`config.mk`:
```
export PLATFORM = sky130hd
export DESIGN_NAME = alu_cmd_sequencer_flat
export DESIGN_NICKNAME = d
export VERILOG_FILES = /design/src/rtl/alu_cmd_sequencer_pkg.sv /design/src/rtl/alu_cmd_sequencer_if.sv /design/src/rtl/alu_cmd_sequencer_fifo.sv /design/src/rtl/alu_cmd_sequencer.sv /design/src/flat_wrapper.sv
export SDC_FILE = /design/constraint.sdc
export NUM_CORES = 1
export LEC_CHECK = 0
export CORE_ASPECT_RATIO = 2
export CORE_MARGIN = 2
export CORE_UTILIZATION = 40
export DETAILED_ROUTE_END_ITERATION = 10
export SETUP_SLACK_MARGIN = 0.05
export SLEW_MARGIN = 20
export SYNTH_ARGS = -nofsm -noshare
export SYNTH_HDL_FRONTEND = slang
export SYNTH_HIERARCHICAL = 1
export SYNTH_SLANG_ARGS = --single-unit
```
`constraint.sdc`:
```
create_clock -name clk_p_i -period 3.3 [get_ports clk_p_i]
set_input_delay 0.99 -clock clk_p_i [delete_from_list [all_inputs] [get_ports clk_p_i]]
set_output_delay 0.99 -clock clk_p_i [all_outputs]
set_load 0.01 [all_outputs]
```
`src/rtl/alu_cmd_sequencer_pkg.sv`:
```
// Shared opcodes, FSM states, issue tag and mode-reachability rules for the
// ALU command sequencer.
package alu_seq_pkg;

  localparam logic [2:0] OP_ADD = 3'd0;
  localparam logic [2:0] OP_SUB = 3'd1;
  localparam logic [2:0] OP_MUL = 3'd2;
  localparam logic [2:0] OP_DIV = 3'd3;
  localparam logic [2:0] OP_NOT = 3'd4;
  localparam logic [2:0] OP_XOR = 3'd5;
  localparam logic [2:0] OP_ABS = 3'd6;
  localparam logic [2:0] OP_PRE = 3'd7;

  localparam int RSP_W = 19;

  typedef enum logic {S_RUN, S_DETOUR} state_t;

  typedef struct packed {
    logic       keep;
    logic [2:0] op;
  } tag_t;

  // True when the ALU may switch from 'mode' straight to 'op'.
  function automatic logic reach(input logic [2:0] mode, input logic [2:0] op);
    logic r;
    r = 1'b0;
    if (op == mode) begin
      r = 1'b1;
    end else begin
      case (mode)
        OP_ADD, OP_SUB: r = (op != OP_PRE);
        OP_MUL:         r = (op == OP_ADD) || (op == OP_SUB) || (op == OP_DIV) || (op == OP_XOR);
        OP_DIV:         r = (op == OP_ADD) || (op == OP_SUB) || (op == OP_ABS);
        OP_NOT:         r = (op == OP_SUB) || (op == OP_XOR);
        OP_XOR:         r = (op == OP_ADD) || (op == OP_SUB) || (op == OP_MUL);
        OP_ABS:         r = (op == OP_SUB) || (op == OP_XOR);
        default:        r = 1'b0;
      endcase
    end
    return r;
  endfunction

endpackage

```
`src/rtl/alu_cmd_sequencer_if.sv`:
```
// Request, ALU-drive and response signals of the ALU command sequencer.
interface alu_cmd_sequencer_if;
  logic        req_valid_i;
  logic        req_ready_o;
  logic [2:0]  req_op_i;
  logic [7:0]  req_a_i;
  logic [7:0]  req_b_i;
  logic [7:0]  alu_a_o;
  logic [7:0]  alu_b_o;
  logic [2:0]  alu_inst_o;
  logic [15:0] alu_data_i;
  logic        rsp_valid_o;
  logic        rsp_ready_i;
  logic [15:0] rsp_data_o;
  logic [2:0]  rsp_op_o;

  modport slave (
    input  req_valid_i, req_op_i, req_a_i, req_b_i, alu_data_i, rsp_ready_i,
    output req_ready_o, alu_a_o, alu_b_o, alu_inst_o, rsp_valid_o, rsp_data_o, rsp_op_o
  );

  modport master (
    output req_valid_i, req_op_i, req_a_i, req_b_i, alu_data_i, rsp_ready_i,
    input  req_ready_o, alu_a_o, alu_b_o, alu_inst_o, rsp_valid_o, rsp_data_o, rsp_op_o
  );
endinterface

```
`src/rtl/alu_cmd_sequencer_fifo.sv`:
```
// Response FIFO with first-word-fall-through output; push and pop may both
// happen while full.
module alu_rsp_fifo #(
  parameter int DEPTH = 4,
  parameter int W     = 19
) (
  input  logic         i_clk,
  input  logic         i_rst,
  input  logic         i_push,
  input  logic [W-1:0] i_data,
  input  logic         i_pop,
  output logic [W-1:0] o_data,
  output logic         o_valid
);
  localparam int AW = (DEPTH > 1) ? $clog2(DEPTH) : 1;
  localparam int CW = $clog2(DEPTH + 1);

  logic [W-1:0]  r_mem [DEPTH];
  logic [AW-1:0] r_wr;
  logic [AW-1:0] r_rd;
  logic [CW-1:0] r_count;
  logic          w_full;
  logic          w_pop;
  logic          w_push;

  assign w_full  = (r_count == CW'(DEPTH));
  assign w_pop   = i_pop && (r_count != '0);
  assign w_push  = i_push && (!w_full || w_pop);
  assign o_valid = (r_count != '0);
  assign o_data  = o_valid ? r_mem[r_rd] : '0;

  always_ff @(posedge i_clk) begin
    if (w_push) r_mem[r_wr] <= i_data;
  end

  always_ff @(posedge i_clk or posedge i_rst) begin
    if (i_rst) begin
      r_wr    <= '0;
      r_rd    <= '0;
      r_count <= '0;
    end else begin
      if (w_push) r_wr <= (r_wr == AW'(DEPTH - 1)) ? '0 : r_wr + 1'b1;
      if (w_pop)  r_rd <= (r_rd == AW'(DEPTH - 1)) ? '0 : r_rd + 1'b1;
      case ({w_push, w_pop})
        2'b10:   r_count <= r_count + 1'b1;
        2'b01:   r_count <= r_count - 1'b1;
        default: r_count <= r_count;
      endcase
    end
  end

  // The credit counter upstream is meant to make this impossible.
  a_no_overflow: assert property (@(posedge i_clk) disable iff (i_rst)
    !(i_push && w_full && !w_pop));

endmodule

```
`src/rtl/alu_cmd_sequencer.sv`:
```
// Issues requests to the instruction ALU, inserting a SUB detour when the mode
// change is not direct, and realigns results with their opcode.
//   state    | meaning
//   S_RUN    | accepting requests; issue direct, detour, or hold
//   S_DETOUR | SUB detour in flight; issue the pending request
module alu_cmd_sequencer
  import alu_seq_pkg::*;
#(
  parameter int RSP_DEPTH = 4
) (
  input logic                clk_p_i,
  input logic                reset_p_i,
  alu_cmd_sequencer_if.slave bus
);
  localparam int CW = $clog2(RSP_DEPTH + 1);

  state_t           r_state;
  state_t           w_next_state;
  logic [2:0]       r_mode;
  logic [2:0]       w_next_mode;
  logic [7:0]       r_pend_a;
  logic [7:0]       r_pend_b;
  logic [2:0]       r_pend_op;
  logic [7:0]       r_alu_a;
  logic [7:0]       r_alu_b;
  logic [2:0]       r_alu_inst;
  tag_t             r_tag0;
  tag_t             r_tag1;
  tag_t             r_tag2;
  logic [CW-1:0]    r_outst;

  logic             w_ready;
  logic             w_accept;
  logic             w_pop;
  logic             w_load_pend;
  logic [2:0]       w_target;
  logic [7:0]       w_iss_a;
  logic [7:0]       w_iss_b;
  logic [2:0]       w_iss_inst;
  tag_t             w_iss_tag;
  logic             w_fifo_valid;
  logic [RSP_W-1:0] w_fifo_data;

  assign w_ready  = !reset_p_i && (r_state == S_RUN) && (r_outst < CW'(RSP_DEPTH));
  assign w_accept = bus.req_valid_i && w_ready;
  assign w_target = (bus.req_op_i == OP_PRE) ? r_mode : bus.req_op_i;
  assign w_pop    = w_fifo_valid && bus.rsp_ready_i;

  always_comb begin
    w_next_state = r_state;
    w_next_mode  = r_mode;
    w_iss_a      = 8'd0;
    w_iss_b      = 8'd0;
    w_iss_inst   = OP_PRE;
    w_iss_tag    = '{keep: 1'b0, op: OP_PRE};
    w_load_pend  = 1'b0;
    case (r_state)
      S_RUN: begin
        if (w_accept) begin
          w_iss_a = bus.req_a_i;
          w_iss_b = bus.req_b_i;
          if (reach(r_mode, w_target)) begin
            w_iss_inst  = w_target;
            w_iss_tag   = '{keep: 1'b1, op: w_target};
            w_next_mode = w_target;
          end else begin
            // SUB reaches every mode, so one discarded detour always suffices.
            w_iss_inst   = OP_SUB;
            w_iss_tag    = '{keep: 1'b0, op: OP_SUB};
            w_next_mode  = OP_SUB;
            w_load_pend  = 1'b1;
            w_next_state = S_DETOUR;
          end
        end
      end
      S_DETOUR: begin
        w_iss_a      = r_pend_a;
        w_iss_b      = r_pend_b;
        w_iss_inst   = r_pend_op;
        w_iss_tag    = '{keep: 1'b1, op: r_pend_op};
        w_next_mode  = r_pend_op;
        w_next_state = S_RUN;
      end
      default: w_next_state = S_RUN;
    endcase
  end

  always_ff @(posedge clk_p_i or posedge reset_p_i) begin
    if (reset_p_i) begin
      r_state    <= S_RUN;
      r_mode     <= OP_ADD;
      r_pend_a   <= 8'd0;
      r_pend_b   <= 8'd0;
      r_pend_op  <= OP_ADD;
      r_alu_a    <= 8'd0;
      r_alu_b    <= 8'd0;
      r_alu_inst <= OP_PRE;
      r_tag0     <= '{keep: 1'b0, op: OP_PRE};
      r_tag1     <= '{keep: 1'b0, op: OP_PRE};
      r_tag2     <= '{keep: 1'b0, op: OP_PRE};
      r_outst    <= '0;
    end else begin
      r_state    <= w_next_state;
      r_mode     <= w_next_mode;
      if (w_load_pend) begin
        r_pend_a  <= bus.req_a_i;
        r_pend_b  <= bus.req_b_i;
        r_pend_op <= w_target;
      end
      r_alu_a    <= w_iss_a;
      r_alu_b    <= w_iss_b;
      r_alu_inst <= w_iss_inst;
      // ALU result appears two cycles after its instruction is presented.
      r_tag0     <= w_iss_tag;
      r_tag1     <= r_tag0;
      r_tag2     <= r_tag1;
      case ({w_accept, w_pop})
        2'b10:   r_outst <= r_outst + 1'b1;
        2'b01:   r_outst <= r_outst - 1'b1;
        default: r_outst <= r_outst;
      endcase
    end
  end

  alu_rsp_fifo #(
    .DEPTH (RSP_DEPTH),
    .W     (RSP_W)
  ) u_rsp_fifo (
    .i_clk   (clk_p_i),
    .i_rst   (reset_p_i),
    .i_push  (r_tag2.keep),
    .i_data  ({bus.alu_data_i, r_tag2.op}),
    .i_pop   (w_pop),
    .o_data  (w_fifo_data),
    .o_valid (w_fifo_valid)
  );

  assign bus.req_ready_o = w_ready;
  assign bus.alu_a_o     = r_alu_a;
  assign bus.alu_b_o     = r_alu_b;
  assign bus.alu_inst_o  = r_alu_inst;
  assign bus.rsp_valid_o = w_fifo_valid;
  assign bus.rsp_data_o  = w_fifo_data[RSP_W-1:3];
  assign bus.rsp_op_o    = w_fifo_data[2:0];

endmodule
```
`src/flat_wrapper.sv`:
```
// flat-port wrapper written by rule: the top's interface ports become plain ports
module alu_cmd_sequencer_flat import alu_seq_pkg::*;
#(
  parameter int RSP_DEPTH = 4
)
  (clk_p_i, reset_p_i, bus_req_valid_i, bus_req_op_i, bus_req_a_i, bus_req_b_i, bus_alu_data_i, bus_rsp_ready_i, bus_req_ready_o, bus_alu_a_o, bus_alu_b_o, bus_alu_inst_o, bus_rsp_valid_o, bus_rsp_data_o, bus_rsp_op_o);
  alu_cmd_sequencer_if bus_i ();
  input logic clk_p_i;
  input logic reset_p_i;
  input wire logic [$bits(bus_i.req_valid_i)-1:0] bus_req_valid_i;
  input wire logic [$bits(bus_i.req_op_i)-1:0] bus_req_op_i;
  input wire logic [$bits(bus_i.req_a_i)-1:0] bus_req_a_i;
  input wire logic [$bits(bus_i.req_b_i)-1:0] bus_req_b_i;
  input wire logic [$bits(bus_i.alu_data_i)-1:0] bus_alu_data_i;
  input wire logic [$bits(bus_i.rsp_ready_i)-1:0] bus_rsp_ready_i;
  output wire logic [$bits(bus_i.req_ready_o)-1:0] bus_req_ready_o;
  output wire logic [$bits(bus_i.alu_a_o)-1:0] bus_alu_a_o;
  output wire logic [$bits(bus_i.alu_b_o)-1:0] bus_alu_b_o;
  output wire logic [$bits(bus_i.alu_inst_o)-1:0] bus_alu_inst_o;
  output wire logic [$bits(bus_i.rsp_valid_o)-1:0] bus_rsp_valid_o;
  output wire logic [$bits(bus_i.rsp_data_o)-1:0] bus_rsp_data_o;
  output wire logic [$bits(bus_i.rsp_op_o)-1:0] bus_rsp_op_o;
  assign bus_i.req_valid_i = bus_req_valid_i;
  assign bus_i.req_op_i = bus_req_op_i;
  assign bus_i.req_a_i = bus_req_a_i;
  assign bus_i.req_b_i = bus_req_b_i;
  assign bus_i.alu_data_i = bus_alu_data_i;
  assign bus_i.rsp_ready_i = bus_rsp_ready_i;
  assign bus_req_ready_o = bus_i.req_ready_o;
  assign bus_alu_a_o = bus_i.alu_a_o;
  assign bus_alu_b_o = bus_i.alu_b_o;
  assign bus_alu_inst_o = bus_i.alu_inst_o;
  assign bus_rsp_valid_o = bus_i.rsp_valid_o;
  assign bus_rsp_data_o = bus_i.rsp_data_o;
  assign bus_rsp_op_o = bus_i.rsp_op_o;
  alu_cmd_sequencer #(.RSP_DEPTH(RSP_DEPTH)) u_core (.clk_p_i(clk_p_i), .reset_p_i(reset_p_i), .bus(bus_i));
endmodule
```
==> results of run 1 <==
cell families after synthesis:
family,after synthesis
mux,26
buf+inv,33
flops,137
fa+ha+maj,8
xor+xnor,5
simple gates,113
compound gates,45
what timing repair did:
| action | 4_1_cts | 5_1_grt |
|---|---|---|
| setup endpoints to repair | 13 | 9 |
| cloned | 0 | 1 |
| resized for setup | 2 | 8 |
| endpoints found under the hold margin | 0 | 0 |
how the worst min path moves through the flow:
stage                            end             start  depth (start not counted)
global placement    u_core/r_tag1[3]  u_core/r_tag0[3]                          0
CTS                 u_core/r_tag2[3]  u_core/r_tag1[3]                          0
floorplan           u_core/r_tag1[3]  u_core/r_tag0[3]                          0
finish              u_core/r_tag2[3]  u_core/r_tag1[3]                          0
global route        u_core/r_tag2[0]  u_core/r_tag1[0]                          0
detailed placement  u_core/r_tag1[3]  u_core/r_tag0[3]                          0
critical path, delay by kind of cell (launching register included):
family | cells | cell delay, ps
and+or+nand+nor | 1 | 180
muxes | 1 | 510
DFF | 1 | 450
buffers and inverters | 2 | 640
cell type report:
type	count	area, um^2	area share
clock buffers	21	460	0.0634
clock inverters	11	144	0.0198
inverters	15	56.3	0.00776
multi-input cells	197	1590	0.219
flip-flops and latches	137	3820	0.526
well taps	157	196	0.0271
repair buffers	95	991	0.137
registers in the layout, summed over array words and instances, names as in the netlist:
name                       flops
u_core/bus.alu_a_o             8
u_core/bus.alu_b_o             8
u_core/bus.alu_inst_o          1
u_core/r_mode                  3
u_core/r_outst                 3
u_core/r_pend_a                8
u_core/r_pend_b                8
u_core/r_pend_op               3
u_core/r_state                 1
u_core/r_tag0                  3
u_core/r_tag1                  4
u_core/r_tag2                  4
u_core/u_rsp_fifo/r_count      3
u_core/u_rsp_fifo/r_mem       76
u_core/u_rsp_fifo/r_rd         2
u_core/u_rsp_fifo/r_wr         2
through the flow:
| stage | utilization | area [um^2] | total power [mW] |
|---|---|---|---|
| global route | 0.528 | 7260 | 6.74 |
| finish | 0.528 | 7260 | 6.36 |
| detailed placement | 0.480 | 6590 | 4.42 |
| global placement | 0.480 | 6590 | 4.40 |
| CTS | 0.524 | 7200 | 6.39 |
| floorplan | - | 5570 | 3.63 |
metal layers:
metal  GRT usage  wire length (um)
met2       0.227              5010
met3      0.0439               354
met4      0.0502               145
met5           0                 0
met1       0.184              4500
power groups by stage:
| stage | clock (mW) | combinational (mW) | sequential [mW] |
|---|---|---|---|
| after floorplan | 0 | 1.24 | 2.39 |
| after global placement | 0 | 1.98 | 2.42 |
| after detailed placement | 0 | 2.00 | 2.42 |
| after CTS | 1.97 | 2.02 | 2.40 |
| after global routing | 2.04 | 2.24 | 2.46 |
| final | 1.92 | 2.02 | 2.41 |
synth_stat cells (all sizes together), types with 3 or more instances:
library cell and number:
and2 27, dfstp 9, clkbuf 5, dfrtp 52, ha 6, nand2 60, edfxtp 76, a21oi 4
mux2 7, buf 13, mux4 19, o21ai 6, a21boi 3, nor2b 4, o2bb2ai 16, inv 15
nor2 11, a21o 3, nor3 3, xor2 3
==> flow_summary.ini, run 1 <==
[clocking]
cts_buffers = 17
cts_root_buf = sky130_fd_sc_hd__clkbuf_16
cts.sink_count = 137
worst_skew_pair.late_latency_ps = 410
clk_transition_reported_paths_ps = 50
cts_h_tree_depth = 4
cts_hold_buffers = 0
cts_tree = done
post_cts.repair.setup_buffers = 0
cts.path.max_buffers = 2

[job]
drv_cap = 0

[timing]
fin_setup_tns_ps = 0
max_freq_mhz = 315
timing_max_transition_violations_final = 0
finalHoldWorstSlack_ps = 347
timing.slew.headroom = 0.607
postLayoutSetupSlackWorst_ps = 122
fin_crit_sh = 0.963
clock_skew_ps = 11.8
finalHoldViolations = 0
post-route-min-period_ps = 3180
count_of_endpoints_failing_setup_in_the_final_report = 0
rsz_0062_raised_after_global_routing = yes
worst_pin_slew_ps = 589

[yosys]
number_of_synthesized_flops_with_an_enable_pin = 76
yosys-top-cells-area = sky130_fd_sc_hd__edfxtp_1 (41%), sky130_fd_sc_hd__dfrtp_1 (23%), sky130_fd_sc_hd__mux4_2 (7.3%)
synth_area_leader = sky130_fd_sc_hd__edfxtp_1
dominant_register_cell_in_the_synthesized_netlist = sky130_fd_sc_hd__edfxtp_1
synth_top_family_by_area = simple AND/OR/NAND/NOR gates
synth_largest_type_area_fraction = 0.410
synth.ff_latch_count = 137
post_synth_xor_area_fraction = 0.00786
post_synth_inst_count = 367
syn-cell-area_um2 = 5570
yosysUniqueCellTypes = 46
muxShareOfSynthArea = 0.0917
compound_gate_fraction_of_synth_area = 0.0670
synthAdderAreaFrac = 0.0207
post_synth_and_or_nand_nor_area_fraction = 0.0966
synthesis.area_per_instance_um2 = 15.2
ys_async_sr_fraction = 0.445
yosys_warnings = 6
synth_nets = 414
synth_seq_area_share = 0.686

[routing]
drt_drc_violations_left = 0
avgRoutedWirePerCell_um = 15.8
ant_nets = 0
routed_wire_length_um = 10000
routed-via-count = 3154
avgViaCountPerCell = 4.98
dr.first_iter.drc_count = 119
first_pass_iters = 4

[global_routing]
grt.overflow.total = 0
grt_use_total = 0.143
antenna_found_initial = 0
grt_pass1_wl_um = 16000
grt_start_max_net_pins = 31
grt_pass1_vias = 3286

[layout]
layout.cells.most_common_list = sky130_fd_sc_hd__clkdlybuf4s50_1 (77), sky130_fd_sc_hd__edfxtp_1 (76), sky130_fd_sc_hd__nand2_1 (60), sky130_fd_sc_hd__dfrtp_1 (51), sky130_fd_sc_hd__and2_1 (27)
drive_above_1_share = 0.189
final.fill_count = 1192
syn_to_final_growth_pct = 30.4
nets_finish = 510
commonest_non_fill_non_tap_cell_in_the_layout = sky130_fd_sc_hd__clkdlybuf4s50_1
antenna_cells_inserted = 0
post_layout_nonfiller_instances = 633

[setup_path]
worstPathArrival_ps = 2190
reg2reg_launch_point = u_core/u_rsp_fifo/r_count[2]
critPathRequiredTime_ps = 2310
timing_worst_setup_path_type = reg -> out
timing.reg2reg.setup_slack_ps = 830
worstRegToRegCells = 8
critical_path.slowest_cell = sky130_fd_sc_hd__mux4_2
worstReg2RegEnd = u_core/u_rsp_fifo/r_count[2]
max_stage_delay_ps = 510
worstSetupStartpoint = u_core/u_rsp_fifo/r_rd[0]
path_cells = buf_12, mux4_2, and2_1, clkdlybuf4s50_1
critPathCapture = bus_rsp_data_o[13]
worst_setup_path_start_kind = flip-flop
end_kind = primary output
critPathMaxFanout = 11

[floorplan]
die_height_um = 171
die_w_um = 87.4
core-area_um2 = 13700
die-area_um2 = 14900
initial_core_util = 0.405
io_pins = 79
floorplan_row_count = 61

[placed_design]
dp_hpwl_um = 6340
io_buffers = 78
pre_cts_ws_ps = 119
placed_cells_incl_taps = 600
gp_routability_congestion = 0.698

[pwr]
leakage_power_nw = 2.83
clkPwrFrac = 0.302
combPwrFrac = 0.318
max-vdd-ir-drop_v = 0.000509
power_per_cell_area_nw_per_um2 = 875
switchingPower_mw = 1.77
share_seq_of_total_power = 0.380
internal_power_mw = 4.58
switching_share = 0.279

[hold_path]
min_delay_worst_type = reg -> reg

[status]
outcome = completed
Note: power is estimated with default switching activity, not from simulation.
==> run 2: changes to the inputs <==
--- a/config.mk
+++ b/config.mk
@@ -7,8 +7,9 @@
 export LEC_CHECK = 0
 export CORE_ASPECT_RATIO = 2
 export CORE_MARGIN = 2
-export CORE_UTILIZATION = 40
+export CORE_UTILIZATION = 54
 export DETAILED_ROUTE_END_ITERATION = 10
+export PLACE_DENSITY = 0.79
 export SETUP_SLACK_MARGIN = 0.05
 export SLEW_MARGIN = 20
 export SYNTH_ARGS = -nofsm -noshare
==> flow_summary.ini, run 2 (synthesis gave the netlist of run 1 again) <==
[pwr]
max-vdd-ir-drop_v = 0.000512
leakage_power_nw = 2.83
internal_power_mw = 4.67
power_per_cell_area_nw_per_um2 = 889
switchingPower_mw = 1.79
clkPwrFrac = 0.316
share_seq_of_total_power = 0.375
switching_share = 0.276
combPwrFrac = 0.309

[timing]
max_freq_mhz = 314
postLayoutSetupSlackWorst_ps = 119
post-route-min-period_ps = 3180
finalHoldViolations = 0
timing_max_transition_violations_final = 0
count_of_endpoints_failing_setup_in_the_final_report = 0
fin_crit_sh = 0.964
clock_skew_ps = 8.71
rsz_0062_raised_after_global_routing = no
fin_setup_tns_ps = 0
worst_pin_slew_ps = 588
timing.slew.headroom = 0.607

[clocking]
clk_transition_reported_paths_ps = 50
cts_tree = done
cts.sink_count = 137
post_cts.repair.setup_buffers = 0
cts_root_buf = sky130_fd_sc_hd__clkbuf_16
cts_hold_buffers = 0
cts.path.max_buffers = 2
cts_buffers = 17
cts_h_tree_depth = 4
worst_skew_pair.late_latency_ps = 410

[floorplan]
floorplan_row_count = 52
initial_core_util = 0.552
die_height_um = 148
die_w_um = 75.8
io_pins = 79
core-area_um2 = 10100
die-area_um2 = 11200

[placed_design]
post_dp_cell_area_um2 = 6560
dp_hpwl_um = 7080
io_buffers = 78
placed_cells_incl_taps = 574
pre_cts_ws_ps = 170
gp_routability_congestion = 0.800

[routing]
first_pass_iters = 4
routed_wire_length_um = 10400
avgViaCountPerCell = 5.38
ant_nets = 0
routed-via-count = 3263
drt_drc_violations_left = 0
avgRoutedWirePerCell_um = 17.2
dr.first_iter.drc_count = 212

[setup_path]
path_cells = buf_12, mux4_2, and2_1, clkdlybuf4s50_1
worstPathArrival_ps = 2190
timing_worst_setup_path_type = reg -> out
max_stage_delay_ps = 490
end_kind = primary output
critPathRequiredTime_ps = 2310
critPathMaxFanout = 11
critical_path.slowest_cell = sky130_fd_sc_hd__mux4_2
worst_setup_path_start_kind = flip-flop

[layout]
post_layout_nonfiller_instances = 607
commonest_non_fill_non_tap_cell_in_the_layout = sky130_fd_sc_hd__clkdlybuf4s50_1
final_area_um2 = 7260
antenna_cells_inserted = 0
layout.cells.most_common_list = sky130_fd_sc_hd__clkdlybuf4s50_1 (77), sky130_fd_sc_hd__edfxtp_1 (76), sky130_fd_sc_hd__nand2_1 (60), sky130_fd_sc_hd__dfrtp_1 (51), sky130_fd_sc_hd__and2_1 (27)
largest_reg_flops = 76
register_ranked_first_by_flip_flop_count = u_core/u_rsp_fifo/r_mem
drive_above_1_share = 0.180
syn_to_final_growth_pct = 30.4
nets_finish = 506

[hold_path]
min_delay_worst_type = reg -> reg

[global_routing]
grt_use_total = 0.205
grt_use_met1 = 0.219
antenna_found_initial = 0
met2_usage = 0.361
global_route.peak_usage_layer = met2
grt_pass1_wl_um = 16800
grtUsageMet3 = 0.0559
grt.overflow.total = 0
grt_start_max_net_pins = 29
grt_pass1_vias = 3480

[status]
outcome = completed

[job]
drv_cap = 0
[run 2: final timing paths]
kind / from / end / slack (ps) / depth (start not counted)
min reg2reg: u_core/r_tag1[3] / u_core/r_tag2[3] / 350 / 0
max: u_core/u_rsp_fifo/r_rd[0] / bus_rsp_data_o[12] / 120 / 4
max reg2reg: u_core/u_rsp_fifo/r_count[2] / u_core/u_rsp_fifo/r_count[2] / 820 / 7
min in group asynchronous: reset_p_i / u_core/u_rsp_fifo/r_count[0] / 1010 / 3
min: u_core/r_tag1[3] / u_core/r_tag2[3] / 350 / 0
max in group asynchronous: reset_p_i / u_core/r_tag1[1] / 1550 / 4
[run 2: per-stage QoR]
step                 util  power [mW]  hold WS, ps
floorplan               -        3.63          331
global placement    0.650        4.32          333
detailed placement  0.650        4.42          338
CTS                 0.717        6.48          352
global route        0.720        6.81          362
finish              0.720        6.46          349
[run 2: power by group through the flow]
| stage | sequential, mW | combinational (mW) | clock (mW) |
|---|---|---|---|
| 5_1_grt | 2.47 | 2.20 | 2.14 |
| 4_1_cts | 2.41 | 2.00 | 2.07 |
| 3_5_place_dp | 2.43 | 1.99 | 0 |
| 6_report | 2.42 | 2.00 | 2.04 |
| 3_3_place_gp | 2.41 | 1.91 | 0 |
| 2_1_floorplan | 2.39 | 1.24 | 0 |
[run 2: cell type report]
type,instances,area [um^2]
flip-flops and latches,137,3820
fillers,642,2820
multi-input cells,197,1590
repair buffers,91,961
clock buffers,26,576
well taps,135,169
clock inverters,6,91.3
inverters,15,56.3
[run 2: routing by layer]
metal  wire length (um)  part of all wire
met1               3820              0.37
met2               5910              0.57
met3                422             0.040
met5                  0                 0
met4                298             0.029
[run 2: timing repair]
action / 4_1_cts / 5_1_grt
endpoints found under the hold margin: 0 / 0
cloned: 0 / 1
setup endpoints to repair: 19 / 7
resized for setup: 2 / 3
[run 2: worst max-delay path, delay by kind of cell (launching register included)]
family / cells / cell delay, ps
buffers and inverters: 2 / 660
multiplexers: 1 / 490
flip-flops: 1 / 430
AND/OR/NAND/NOR: 1 / 190
